$ cat config.mk
export PLATFORM = sky130hd
export DESIGN_NAME = spi_pwm_config
export DESIGN_NICKNAME = d
export VERILOG_FILES = /design/src/rtl/spi_pwm_config.sv
export SDC_FILE = /design/constraint.sdc
export NUM_CORES = 1
export LEC_CHECK = 0
export CORE_ASPECT_RATIO = 1.1
export CORE_MARGIN = 5
export CORE_UTILIZATION = 52
export CTS_CLUSTER_SIZE = 12
export DETAILED_ROUTE_END_ITERATION = 7
export PLACE_DENSITY = 0.78
export SYNTH_ARGS = -nofsm -noshare
export SYNTH_HDL_FRONTEND = slang
export SYNTH_SLANG_ARGS = --single-unit
$ cat constraint.sdc
create_clock -name clk -period 2.6 [get_ports clk]
set_clock_uncertainty 0.1 [all_clocks]
set_input_delay 0.78 -clock clk [delete_from_list [all_inputs] [get_ports clk]]
set_output_delay 0.78 -clock clk [all_outputs]
set_load 0.005 [all_outputs]
$ cat src/rtl/spi_pwm_config.sv
// spi_pwm_config: write-only SPI (mode 0) receiver that holds the five
// configuration registers for pwm_peripheral. The SPI pins are treated as
// plain data. They are synchronised into clk and edge-detected, and are never
// used as clocks.
//
// Output pulse semantics: wr_strobe and frame_err are single-cycle,
// registered pulses with no handshake. wr_strobe is high during the first
// cycle in which the newly written register value is visible. frame_err is
// high during the matching cycle for a discarded frame. They are never high
// together.
module spi_pwm_config #(
    parameter int MAX_ADDR    = 4,
    parameter int SYNC_STAGES = 2
) (
    input  logic       clk,
    input  logic       rst_n,
    input  logic       sclk,
    input  logic       copi,
    input  logic       ncs,
    output logic [7:0] en_reg_out_7_0,
    output logic [7:0] en_reg_out_15_8,
    output logic [7:0] en_reg_pwm_7_0,
    output logic [7:0] en_reg_pwm_15_8,
    output logic [7:0] pwm_duty_cycle,
    output logic       wr_strobe,
    output logic       frame_err
);

    // Use at least two synchroniser flops, even if a smaller value is passed.
    localparam int SS       = (SYNC_STAGES < 2) ? 2 : SYNC_STAGES;
    localparam int NUM_REGS = 5;
    localparam logic [4:0] CNT_FULL = 5'd16;
    localparam logic [4:0] CNT_OVF  = 5'd17;

    typedef enum logic [1:0] {
        ST_IDLE  = 2'd0,
        ST_RECV  = 2'd1,
        ST_CHECK = 2'd2
    } state_t;

    logic [SS-1:0] sclk_sync;
    logic [SS-1:0] copi_sync;
    logic [SS-1:0] ncs_sync;
    logic          sclk_hist;
    logic          ncs_hist;

    logic sclk_cur;
    logic copi_cur;
    logic ncs_cur;
    logic sclk_rise;
    logic ncs_fall;
    logic ncs_rise;

    state_t      state_q, state_d;
    logic [4:0]  bit_cnt_q, bit_cnt_d;
    logic [15:0] shift_q, shift_d;
    logic        commit_ok;
    logic        do_commit;
    logic        do_err;

    logic [7:0] regs_q [NUM_REGS];
    logic       wr_strobe_q;
    logic       frame_err_q;

    // Synchronise the SPI pins. The ncs flops reset high and the sclk flops
    // reset low, which are the idle levels, so releasing reset creates no edge.
    always_ff @(posedge clk or negedge rst_n) begin
        if (!rst_n) begin
            sclk_sync <= '0;
            copi_sync <= '0;
            ncs_sync  <= '1;
            sclk_hist <= 1'b0;
            ncs_hist  <= 1'b1;
        end else begin
            sclk_sync <= {sclk_sync[SS-2:0], sclk};
            copi_sync <= {copi_sync[SS-2:0], copi};
            ncs_sync  <= {ncs_sync[SS-2:0], ncs};
            sclk_hist <= sclk_sync[SS-1];
            ncs_hist  <= ncs_sync[SS-1];
        end
    end

    assign sclk_cur  = sclk_sync[SS-1];
    assign copi_cur  = copi_sync[SS-1];
    assign ncs_cur   = ncs_sync[SS-1];
    assign sclk_rise = sclk_cur & ~sclk_hist;
    assign ncs_fall  = ~ncs_cur & ncs_hist;
    assign ncs_rise  = ncs_cur & ~ncs_hist;

    // A frame is accepted only if it has exactly 16 bits, R/W is set to
    // write, and the address is in range.
    assign commit_ok = (bit_cnt_q == CNT_FULL) && shift_q[15] &&
                       (shift_q[14:8] <= 7'(MAX_ADDR));

    // Frame FSM state, bit counter and shift register.
    always_ff @(posedge clk or negedge rst_n) begin
        if (!rst_n) begin
            state_q   <= ST_IDLE;
            bit_cnt_q <= '0;
            shift_q   <= '0;
        end else begin
            state_q   <= state_d;
            bit_cnt_q <= bit_cnt_d;
            shift_q   <= shift_d;
        end
    end

    // Next-state logic. In RECV, an ncs rise takes priority over an sclk rise
    // in the same cycle, so the final sclk edge is not counted.
    always_comb begin
        state_d   = state_q;
        bit_cnt_d = bit_cnt_q;
        shift_d   = shift_q;
        do_commit = 1'b0;
        do_err    = 1'b0;
        case (state_q)
            ST_IDLE: begin
                if (ncs_fall) begin
                    bit_cnt_d = '0;
                    shift_d   = '0;
                    state_d   = ST_RECV;
                end
            end
            ST_RECV: begin
                if (ncs_rise) begin
                    state_d = ST_CHECK;
                end else if (sclk_rise) begin
                    shift_d = {shift_q[14:0], copi_cur};
                    // The counter stops at 17, which marks an overlong frame.
                    if (bit_cnt_q != CNT_OVF) begin
                        bit_cnt_d = bit_cnt_q + 5'd1;
                    end
                end
            end
            ST_CHECK: begin
                if (commit_ok) begin
                    do_commit = 1'b1;
                end else begin
                    do_err = 1'b1;
                end
                state_d = ST_IDLE;
            end
            default: begin
                state_d = ST_IDLE;
            end
        endcase
    end

    // Configuration registers are written on the clk edge that ends CHECK.
    always_ff @(posedge clk or negedge rst_n) begin
        if (!rst_n) begin
            for (int i = 0; i < NUM_REGS; i++) begin
                regs_q[i] <= '0;
            end
        end else if (do_commit) begin
            for (int i = 0; i < NUM_REGS; i++) begin
                if (shift_q[14:8] == 7'(i)) begin
                    regs_q[i] <= shift_q[7:0];
                end
            end
        end
    end

    // Register the status pulses so they line up with the register update.
    always_ff @(posedge clk or negedge rst_n) begin
        if (!rst_n) begin
            wr_strobe_q <= 1'b0;
            frame_err_q <= 1'b0;
        end else begin
            wr_strobe_q <= do_commit;
            frame_err_q <= do_err;
        end
    end

    assign en_reg_out_7_0  = regs_q[0];
    assign en_reg_out_15_8 = regs_q[1];
    assign en_reg_pwm_7_0  = regs_q[2];
    assign en_reg_pwm_15_8 = regs_q[3];
    assign pwm_duty_cycle  = regs_q[4];
    assign wr_strobe       = wr_strobe_q;
    assign frame_err       = frame_err_q;

endmodule
# Yosys cells after proc, flatten, opt, wreduce, memory -nomap -nowiden
# Index checks and enable logic that the tools add are counted.
totals:
  regBits: 73
  elab_cells: 65
classes:
  addsub: 1
  magnitude_cmp: 1
  eq_ne: 13
  n_mux: 16
  n_bitwise: 6
  n_reduce_logical: 13
op_table:
  columns: ["cell", "n"]
  rows:
  - ["16-bit two-way mux", 3]
  - ["16-bit one-hot mux with 2 select lines", 1]
  - ["5-bit two-way mux", 4]
  - ["7-bit by 2-bit equality test with 1-bit output (second input constant)", 2]
  - ["2-bit AND reduction", 6]
  - ["2-bit != test (second input constant)", 5]
  - ["5-bit one-hot mux with 2 select lines", 1]
  - ["7-bit by 1-bit equality test with 1-bit output (second input constant)", 1]
  - ["7-bit by 3-bit equality test with 1-bit output (second input constant)", 1]
  - ["7-bit by 3-bit <= comparator with 1-bit output (second input constant)", 1]
  - ["7-bit zero test", 1]
  - ["5-bit by 1-bit adder with 5-bit output (second input constant)", 1]
  - ["5-bit equality test (second input constant)", 1]
  - ["5-bit != test (second input constant)", 1]
  - ["5-bit AND reduction", 1]
  - ["1-bit two-way mux", 4]
  - ["2-bit two-way mux", 2]
  - ["2-bit one-hot mux with 2 select lines", 1]
  - ["4-bit AND reduction", 1]
  - ["1-bit AND", 3]
  - ["1-bit inverter", 3]
  - ["2-bit by 1-bit equality test with 1-bit output (second input constant)", 1]
  - ["2-bit equality test (second input constant)", 1]
  - ["1-bit logical AND", 2]
  - ["other kinds (2)", 2]

# Depth between registers and ports, before layout
depth:
  depth_word: 6
  mapped_depth: 7
  depth_no_buf: 6

# Least setup slack after synthesis
# No wires, ideal clock.
synth_path:
  path_kind: "reg2reg"
  start: "reg shift_q[13]"
  end: "reg regs_q (netlist bit en_reg_pwm_15_8[0])"
  t_arrival_ns: 1.956
  path_slack_ns: 0.416
  stages_incl_launch_ff: 6
  n_path_buf: 1
  path_cell_list: "dfrtp_1 > or4b_4 > nor4_4 > and3_1 > buf_2 > mux2_1"
synth_between:
  elab_chain_cells: 5
  elab_cells_between_ends: 6
synth_lines:
  columns: ["element", "line_no", "text"]
  rows:
  - ["start: declaration", "56", "logic [15:0] shift_q, shift_d;"]
  - ["start signal: assignment", "104", "shift_q <= shift_d;"]
  - ["7-bit by 3-bit <= comparator with 1-bit output", "93", "(shift_q[14:8] <= 7'(MAX_ADDR));"]
  - ["1-bit logical AND", "92", "assign commit_ok = (bit_cnt_q == CNT_FULL) && shift_q[15] &&"]
  - ["1-bit two-way mux", "136", "if (commit_ok) begin"]
  - ["1-bit two-way mux", "116", "case (state_q)"]
  - ["2-bit AND reduction (no line) (*)", null, null]
  - ["end signal: indexed assignment", "158", "regs_q[i] <= shift_q[7:0];"]
  - ["end: declaration", "61", "logic [7:0] regs_q [NUM_REGS];"]
# Mark *: on every way between the ends. The rest lies on a longest branch, timed or not.
# A chain may end at the register's enable or synchronous reset.

# Final worst setup path
layout_path:
  start: "reg shift_q[13]"
  end: "reg regs_q (netlist bit en_reg_pwm_15_8[1])"
# The elaborated chain is that of the path after synthesis.

==> run summary <==
After clock tree synthesis, the repair step resized 0 gates. Buffers inserted to repair hold after CTS numbered 0. The deepest clock path buffer count is 2. The leakage power is 0.00180 uW. Timing analysis after detailed placement gives a worst setup slack of 213 ps. The signal on the critical path passes through or4b_4, nor4_4, and3_1, mux2_1. TritonCTS built the clock tree.

Including well taps, the total number of placed cells is 337. The flow ran to the end, and the final reports show no timing, DRC or antenna violations. The number of hold violations in the final report is 0. The mapped netlist covers 2870 um^2. The mean number of vias per cell came out at 5.32. The transition time at the pin with the least slew margin came out at 572 ps.

At the worst endpoint, the arrival time is 2500 ps. The share of synthesized flip-flops with an asynchronous set or reset is 100%. The maximum number of pins on one net before global-route repair is 59. Leaving out fill and tap cells, the most frequent cell in the layout is dfrtp_1. The number of nets still failing antenna checks after routing is 0. The number of nets at the end of the flow came out at 281. CTS placed an instance of clkbuf_8 at the clock tree root. The routed design has 5.41 mm of wire. For this run, the leading register cell type out of synthesis is dfrtp_1. The DRC violation count after routing is 0. The number of buffers inserted by port buffering came out at 46. The total design power came out at 2310 uW.

The placed wire-length estimate after detailed placement came out at 3.80 mm. In this run the number of H-tree levels came out at 3. The number of cells traversed by the worst register-to-register path came out at 4.

The first TritonRoute pass finished after 4 iterations. The number of clock buffers inserted by TritonCTS is 9. The final setup TNS came out at 0 ps. Among all stages on the critical path, the largest delay is contributed by or4b_4. The initial cell density of the core came out at 53.6%.

The sequential share of the synthesized area is 63.7%. The average cell area after synthesis is 13.2 um^2. The number of nets in the synthesized netlist came out at 225.

The post-placement cell area is 3460 um^2. The type of the worst min-delay path is primary input to asynchronous set/reset pin. Setup repair after global routing left no endpoint under its margin. The headroom to the max-slew limit is 61.8%. Setup violations remaining at the end of the flow were counted as 0. STA puts the critical path data required time at 2720 ps.

The simple-gate portion of the synthesized area came out at 14.5%. The maximum clock frequency is 0.421 GHz. The portion of netlist area occupied by mux cells is 16.0%. The clock transition at the registers of the reported paths came out at 70 ps. The startpoint identified for the worst register-to-register timing path is shift_q[13]. In this run the worst setup path begins at shift_q[13]. The most critical setup path has its endpoint at en_reg_pwm_15_8[1]. The die outline area is 7110 um^2. The routability congestion estimate is 0.780.

Signal routing reaches up to met4. The global router's overall resource usage came out at 17.5%. By area, the combinational part of the netlist is dominated by multiplexers. The flop-to-flop setup slack is 220 ps. The buffer count from post-CTS setup fixing came out at 0. The design area is 3680 um^2.

Synthesis produced a netlist whose cell count is 217. The largest vdd supply drop came out at 0.379 mV. For this design the ratio of total power to cell area is 627 nW/um^2.

Grouping stages by cell kind, the critical path spends the most delay in simple AND/OR/NAND/NOR gates. The number of buffers and inverters on the critical path came out at 0. The worst setup margin came out at 224 ps. Cells with a size suffix above 1 make up 23.0% of the layout. The standard cell core area is 5360 um^2. Pin placement for this block handled 47 I/O pins. The number of antenna violations at the first check in global routing was 0. The die span in y is 87.9 um. The capturing point of the worst reg2reg path is en_reg_pwm_15_8[1]. The number of library cell types mapped by synthesis is 37. From synthesis to final layout, the design area changed by 28.1%. The synthesized design contains 73 register bits.

The filler cell count in the final layout came out at 398. STA classifies the critical path endpoint as a flop. The number of max-cap violations is 0. After the flow finishes, the layout carries non-filler instances totaling 353. The horizontal die dimension is 80.9 um. The synthesized netlist devotes 2.57% of its cell area to compound gates.

Counting flops with a built-in enable in the synthesized netlist gives 0. The detailed-routed wire length on met3 is 231 um. Global routing finished with a remaining overflow of 0. The routed layout has 1878 vias.

In the layout the commonest cells are dfrtp_1 (70), clkdlybuf4s50_1 (45), nand2_1 (35), mux2_2 (32), nand3_1 (17). The clock net in this run drives a total of 73 sinks. The largest fanout on the critical path is 8. The synthesized netlist devotes 1.31% of its cell area to adder and majority cells. The number of violations reported at the end of detailed-routing iteration 0 is 93.

The time the worst path needs with I/O delays and setup came out at 2380 ps. The via count of the first global-routing pass came to 1893. The amount of wire on met2 after detailed routing is 2.82 mm. The number of placement rows came out at 28. The worst setup path is of the flop to flop kind. The share of the cycle needed by the critical path after routing came out at 91.4%.

The delay of the slowest cell on the worst path is 570 ps. The depth of the critical timing path with buffers and inverters included is 4. The count of yosys warnings during synthesis is 0. The XOR/XNOR share of the synthesized area is 0.305%. STA classifies the critical path startpoint as a flop. The wire length on met1 is 2.22 mm. The clock latency of the later-clocked register in the worst-skew pair came out at 340 ps.

The first-pass GRT wire length is 9.18 mm. The average detailed-routed wire length per instance is 15.3 um. The diode insertion count for antenna repair came out at 0.

The total count of max-transition violations in the final report is 0.
-- cell type report --
class	count	area (um^2)	share of cell area, %
clock buffers	14	163	4.42
clock inverters	2	60.1	1.63
inverters	4	15.0	0.408
multi-input cells	133	1000	27.3
flip-flops and latches	73	1830	49.8
well taps	75	93.8	2.55
repair buffers	52	513	13.9
-- synthesized netlist by cell type (2+ instances only) --
| cell type | instances | area (um^2) |
|---|---|---|
| nand2_1 | 35 | 131 |
| nor4bb_1 | 2 | 20.0 |
| inv_1 | 4 | 15.0 |
| mux2_2 | 32 | 360 |
| buf_2 | 2 | 10.0 |
| mux2_1 | 8 | 90.1 |
| nand2b_1 | 4 | 25.0 |
| o21ai_0 | 4 | 20.0 |
| nor2_1 | 3 | 11.3 |
| ha_1 | 3 | 37.5 |
| clkbuf_1 | 4 | 15.0 |
| a21oi_1 | 2 | 10.0 |
| nand3b_2 | 2 | 22.5 |
| dfrtp_1 | 70 | 1750 |
| and3_1 | 2 | 12.5 |
| nand3_1 | 17 | 85.1 |
| dfstp_2 | 3 | 78.8 |
-- where the power goes --
group	internal [uW]	switching, uW	leakage, uW
Clock	595	386	0.000111
Sequential	1160	30.9	0.000993
Combinational	50.1	80.1	0.000695
Total	1810	497	0.00180
-- worst min path at each step --
stage                        end  cells after the start  slack [ps]    startpoint
3_3_place_gp        copi_sync[1]                      0         230  copi_sync[0]
4_1_cts        en_reg_pwm_7_0[3]                      1         230         rst_n
5_1_grt        pwm_duty_cycle[5]                      1         240         rst_n
3_5_place_dp        copi_sync[1]                      0         240  copi_sync[0]
2_1_floorplan       copi_sync[1]                      0         230  copi_sync[0]
6_report       en_reg_pwm_7_0[3]                      1         240         rst_n
-- kinds of logic (layout without fill, tap and decap cells) --
group / Yosys count / after routing
AND/OR/NAND/NOR: 77 / 77
flip-flops: 73 / 73
multiplexers: 41 / 41
AO/OA/AOI/OAI: 11 / 11
buffers and inverters: 11 / 72
adder cells (fa/ha/maj): 3 / 3
XOR/XNOR: 1 / 1
-- state kept, by name, summed over array words and instances (netlist names), 2 cells and up --
| name | flops |
|---|---|
| en_reg_pwm_15_8 | 8 |
| pwm_duty_cycle | 8 |
| shift_q | 16 |
| copi_sync | 2 |
| bit_cnt_q | 5 |
| sclk_sync | 2 |
| en_reg_pwm_7_0 | 8 |
| state_q | 2 |
| en_reg_out_15_8 | 8 |
| en_reg_out_7_0 | 8 |
| ncs_sync | 2 |
-- metal layers --
| metal | up-vias | global-route usage [%] |
|---|---|---|
| met5 | - | 0 |
| met4 | 0 | 9.98 |
| met3 | 14 | 5.04 |
| met2 | 53 | 28.0 |
| met1 | 939 | 21.2 |
| li1 | 872 | - |
-- through the flow --
stage                     hold WS (ps)  util, %
after detailed placement           236     64.5
after global routing               242     68.6
after CTS                          234     68.6
final                              241     68.6
after global placement             234     64.5
after floorplan                    231        -
(Power assumes the default switching activity.)
